## src/rtl/rf_scoreboard.sv

```systemverilog
// rf_scoreboard: register-file hazard scheduler between issue and writeback.
//
// Each GPR x1..x31 has a pending-write counter. An instruction is held off
// while any register it reads or writes has an outstanding write. A commit
// from the writeback unit releases one reservation. A flush discards all
// reservations.
//
// Optional feature: define RF_SCOREBOARD_BYPASS_EN to let a source or rd
// hazard clear in the same cycle that the last pending write to that
// register commits. This matches the writeback forwarding path.
//
// Ports:
//   clk_i, rst_n_i       clock, asynchronous active-low reset
//   iss_*                issue-stage instruction (valid, rs1/rs2 reads, rd write)
//   iss_ready_o          instruction may issue this cycle (combinational)
//   wb_valid_i/_rd_we_i  writeback commit of rd index wb_rd_i
//   flush_i              drop all outstanding reservations
//   inflight_o, busy_o   total outstanding reservations, and nonzero flag
//   err_o                sticky: commit to a register with nothing pending
module rf_scoreboard #(
  parameter int unsigned CNT_W        = 2,
  parameter int unsigned MAX_INFLIGHT = 4
) (
  input  logic       clk_i,
  input  logic       rst_n_i,
  input  logic       iss_valid_i,
  input  logic       iss_rs1_en_i,
  input  logic [4:0] iss_rs1_i,
  input  logic       iss_rs2_en_i,
  input  logic [4:0] iss_rs2_i,
  input  logic       iss_rd_we_i,
  input  logic [4:0] iss_rd_i,
  output logic       iss_ready_o,
  input  logic       wb_valid_i,
  input  logic       wb_rd_we_i,
  input  logic [4:0] wb_rd_i,
  input  logic       flush_i,
  output logic [5:0] inflight_o,
  output logic       busy_o,
  output logic       err_o
);

  localparam logic [CNT_W-1:0] CntMax = '1;
  localparam logic [CNT_W-1:0] CntOne = CNT_W'(1);
  localparam logic [5:0]       TotMax = 6'(MAX_INFLIGHT);

  // Entry 0 exists only to keep indexing simple; it is never written.
  logic [CNT_W-1:0] cnt_q [32];
  logic [CNT_W-1:0] cnt_d [32];
  logic [5:0]       total_q, total_d;
  logic             err_q, err_d;

  logic commit_fire, commit_ok, issue_fire;
  logic rs1_byp, rs2_byp, rd_byp;
  logic hazard, full;

  always_comb begin
    commit_fire = wb_valid_i && wb_rd_we_i && (wb_rd_i != 5'd0);
    commit_ok   = commit_fire && (cnt_q[wb_rd_i] != '0);

`ifdef RF_SCOREBOARD_BYPASS_EN
    // Last pending write retiring this cycle: value arrives via forwarding.
    rs1_byp = commit_fire && (wb_rd_i == iss_rs1_i) && (cnt_q[iss_rs1_i] == CntOne);
    rs2_byp = commit_fire && (wb_rd_i == iss_rs2_i) && (cnt_q[iss_rs2_i] == CntOne);
    rd_byp  = commit_fire && (wb_rd_i == iss_rd_i)  && (cnt_q[iss_rd_i]  == CntOne);
`else
    rs1_byp = 1'b0;
    rs2_byp = 1'b0;
    rd_byp  = 1'b0;
`endif

    hazard = (iss_rs1_en_i && (iss_rs1_i != 5'd0) && (cnt_q[iss_rs1_i] != '0) && !rs1_byp) ||
             (iss_rs2_en_i && (iss_rs2_i != 5'd0) && (cnt_q[iss_rs2_i] != '0) && !rs2_byp) ||
             (iss_rd_we_i  && (iss_rd_i  != 5'd0) && (cnt_q[iss_rd_i]  != '0) && !rd_byp);

    full = iss_rd_we_i && (iss_rd_i != 5'd0) &&
           ((total_q == TotMax) || (cnt_q[iss_rd_i] == CntMax));

    iss_ready_o = !hazard && !full && !flush_i;
    issue_fire  = iss_valid_i && iss_ready_o && iss_rd_we_i && (iss_rd_i != 5'd0);

    // Same-register issue+commit nets to zero through the +1/-1 pair.
    for (int i = 0; i < 32; i++) begin
      cnt_d[i] = cnt_q[i];
      if (issue_fire && (iss_rd_i == 5'(i))) cnt_d[i] = cnt_d[i] + CntOne;
      if (commit_ok  && (wb_rd_i  == 5'(i))) cnt_d[i] = cnt_d[i] - CntOne;
    end

    total_d = total_q;
    if (issue_fire && !commit_ok) begin
      total_d = total_q + 6'd1;
    end else if (!issue_fire && commit_ok) begin
      total_d = total_q - 6'd1;
    end

    err_d = err_q | (commit_fire && !commit_ok);

    // Flush kills everything in flight, including this cycle's commit.
    if (flush_i) begin
      for (int i = 0; i < 32; i++) cnt_d[i] = '0;
      total_d = '0;
      err_d   = err_q;
    end
  end

  always_ff @(posedge clk_i or negedge rst_n_i) begin
    if (!rst_n_i) begin
      for (int i = 0; i < 32; i++) cnt_q[i] <= '0;
      total_q <= '0;
      err_q   <= 1'b0;
    end else begin
      for (int i = 1; i < 32; i++) cnt_q[i] <= cnt_d[i];
      cnt_q[0] <= '0;
      total_q  <= total_d;
      err_q    <= err_d;
    end
  end

  assign inflight_o = total_q;
  assign busy_o     = (total_q != 6'd0);
  assign err_o      = err_q;

endmodule
```

## config.mk

```make
export PLATFORM = sky130hd
export DESIGN_NAME = rf_scoreboard
export DESIGN_NICKNAME = d
export VERILOG_FILES = /design/src/rtl/rf_scoreboard.sv
export SDC_FILE = /design/constraint.sdc
export NUM_CORES = 1
export LEC_CHECK = 0
export BUFFER_PORTS_ARGS = -buffer_cell sky130_fd_sc_hd__buf_2
export CAP_MARGIN = 15
export CORE_MARGIN = 2
export CORE_UTILIZATION = 60
export DETAILED_ROUTE_END_ITERATION = 7
export PLACE_DENSITY = 0.84
export SYNTH_ARGS = -nofsm -noshare
export SYNTH_HDL_FRONTEND = slang
export SYNTH_SLANG_ARGS = --single-unit
```

## constraint.sdc

```tcl
create_clock -name clk_i -period 9.6 [get_ports clk_i]
set_input_delay 0.48 -clock clk_i [delete_from_list [all_inputs] [get_ports clk_i]]
set_output_delay 0.48 -clock clk_i [all_outputs]
set_load 0.03 [all_outputs]
```

==> flow_summary.yaml <==
clock_tree:
  htreeDepth: 3
  clock_path_buffers: 2
  clk_pin_slew_ps: 80
  numClockSinks: 69
  cts_made_buffers: 9
  cts_tree: "built"
  cts-root-buf: "clkbuf_8"
  cts_setup_buffers: 0
  worstSkewPairLatency_ps: 350
  hold_buffers: 0
  post_cts_resized: 0
route:
  ant_nets: 0
  firstDrtPassIters: 6
  dr_total_vias: 5055
  drt_iter0_markers: 777
  drc_errors: 0
  viasPerCell: 7.56
  wl_um: 16900
  wl_per_cell_um: 25.3
global_route:
  grt_max_degree: 70
  grt_pass1_wl_um: 26500
  use_met1: 0.537
  grt_busiest_layer: "met2"
  grt_overflow: 0
  grt_pass1_vias: 4669
  track_usage: 0.392
  grtUsageMet2: 0.575
  grt.met3_usage: 0.0807
  antenna_found_initial: 0
place:
  routabilityCongestion: 0.986
  dp_cells: 653
  hpwl_um: 12200
  io_buffers: 37
setup_path:
  worst_path_largest_cell_delay_ps: 550
  worstRegToRegCells: 13
  cp_cell_sequence: "nor2_1 > mux4_2 > nand2_1 > a311oi_1 > o21a_1 > nand3_4 > ha_1 > a21o_1 > a21oi_1 > o21bai_1 > a21oi_1 > mux2i_1 > mux2_1"
  timing.rr.start: "cnt_q[26]"
  cpLargestDelayFamily: "compound AO/OA/AOI/OAI gates"
  arrival_ps: 4580
  rr_endpoint: "inflight_o[5]"
  reg2reg_setup_slack_ps: 5260
  startpoint: "cnt_q[26]"
  timing.critical_path.buf_inv: 0
  path_class: "flop to flop"
  end_kind: "flop"
  crit_fanout: 13
  crit_required_ps: 9840
  start_kind: "flop"
  slowest_stage: "a311oi_1"
  crit_path_frequent_cell: "a21oi_1"
min_path:
  hold_class: "primary input to asynchronous set/reset pin"
synthesis:
  syn_nets: 580
  async_flop_share: 1.00
  synth_edf_count: 0
  syn_inst: 546
  ys_seq_elements: 69
  avgSynthCellArea_um2: 9.35
  ys_seq_area_frac: 0.338
  synth_warnings: 0
  synth-main-ff-cell: "dfrtp_1"
  syn_area_um2: 5100
  synth_cell_types: 86
sta:
  period_needed_ps: 4340
  holdWs_ps: 324
  finClkSkew_ps: 11.9
  rsz0062_at_grt: "false"
  final_max_slew_viol_count: 0
  slew_headroom: 0.409
  hold_viol: 0
  worst_pin_slew_ps: 887
  finalCritPeriodShare: 0.452
  fmax_mhz: 230
  setup_violations: 0
  tns_ps: 0
floorplan:
  die_w_um: 96.2
  die_h_um: 96.2
  dieArea_um2: 9260
  io_pins: 38
  core-area_um2: 8220
  rows: 33
  initial_core_util: 0.621
power_and_ir_drop:
  p_comb_frac: 0.189
  switchingPower_w: 0.000206
  p_seq_frac: 0.441
  ir_drop_mv: 0.0990
  internal_power_w: 0.000467
  p_leak_nw: 2.21
  cellPowerDensity_nw_per_um2: 124
  swShare: 0.307
  clkPwrFrac: 0.370
final_layout:
  insertedDiodeCount: 0
  nNetsFinal: 593
  syn_to_final_growth_pct: 6.77
  final_common_cell: "dfrtp_1"
  mostFrequentLayoutCells: "69 x dfrtp_1, 57 x nor2_1, 37 x nor3_1, 37 x buf_2"
  instances_no_fill: 669
  fillers: 675
  drive_gt1_frac: 0.183
outcome:
  status: "complete, no violations"
run:
  drv_cap: 0
per-stage QoR:
step | setup WS, ps | area, µm² | utilization | total power (W)
2_1_floorplan | 5990 | 5100 | - | 0.000391
3_5_place_dp | 5270 | 5240 | 0.637 | 0.000426
4_1_cts | 5470 | 5450 | 0.663 | 0.000674
6_report | 5260 | 5450 | 0.663 | 0.000673
5_1_grt | 5170 | 5450 | 0.663 | 0.000697
3_3_place_gp | 5380 | 5240 | 0.637 | 0.000424
logic make-up after synthesis:
logic type,count (synthesis),share of synthesized area
and+or+nand+nor,226,0.246
AOI/OAI and AO/OA,157,0.242
DFF,69,0.338
buffers and inverters,58,0.0539
muxes,25,0.0956
xor gates and xnor gates,6,0.0103
adders and majority gates,5,0.0137
flip-flops by register name, summed over array words and instances, names as in the netlist:
name,cells
inflight_o,6
cnt_q,62
err_o,1
how the worst max path moves through the flow:
| stage | to | slack (ps) | depth (start not counted) |
|---|---|---|---|
| global route | inflight_o[5] | 5170 | 13 |
| detailed placement | inflight_o[5] | 5270 | 14 |
| global placement | inflight_o[5] | 5380 | 14 |
| finish | inflight_o[5] | 5260 | 13 |
| floorplan | inflight_o[5] | 5990 | 14 |
| CTS | inflight_o[5] | 5470 | 13 |
synthesized netlist by cell type (4+ instances only):
cell	count	area, µm²
dfrtp_1	69	1730
nor2_1	57	214
nor3_1	37	185
a21oi_1	26	130
nand2_1	26	97.6
inv_1	18	67.6
clkbuf_1	17	63.8
mux4_2	15	338
nand4_1	15	93.8
o311a_1	14	140
buf_2	12	60.1
a31oi_1	11	68.8
o21ai_0	11	55.1
o211a_1	10	100
and3_1	9	56.3
nand2b_1	9	56.3
nand3_1	9	45.0
nor2b_1	8	50.1
or3_1	8	50.1
a211o_1	7	61.3
a211oi_1	7	52.6
mux2i_1	6	60.1
nor3b_1	6	45.0
and2_1	5	31.3
nor4_1	5	31.3
o21a_1	5	37.5
o22ai_1	5	31.3
o31ai_1	5	37.5
a2111oi_0	4	35.0
a31o_2	4	35.0
buf_6	4	45.0
ha_1	4	50.1
or4_1	4	30.0
power by group through the flow:
stage / clock [W] / combinational (W) / sequential (W)
after floorplan: 0 / 0.0000843 / 0.000306
after global placement: 0 / 0.000122 / 0.000302
after detailed placement: 0 / 0.000124 / 0.000303
after CTS: 0.000253 / 0.000124 / 0.000297
after global routing: 0.000263 / 0.000137 / 0.000297
final: 0.000249 / 0.000127 / 0.000297
layout make-up:
type | count | area (µm²) | area share
clock buffers | 11 | 151 | 0.0278
clock inverters | 5 | 58.8 | 0.0108
inverters | 21 | 78.8 | 0.0145
multi-input cells | 419 | 3100 | 0.569
flip-flops and latches | 69 | 1730 | 0.317
well taps | 105 | 131 | 0.0241
repair buffers | 39 | 200 | 0.0367
routing by layer:
layer,wire length [µm],part of all wire,up-vias
met4,1070,0.063,0
met5,0,0,-
met1,6500,0.38,2386
met3,1980,0.12,96
met2,7350,0.43,418
li1,-,-,2155
No activity file was read; power rests on OpenSTA's default activity.
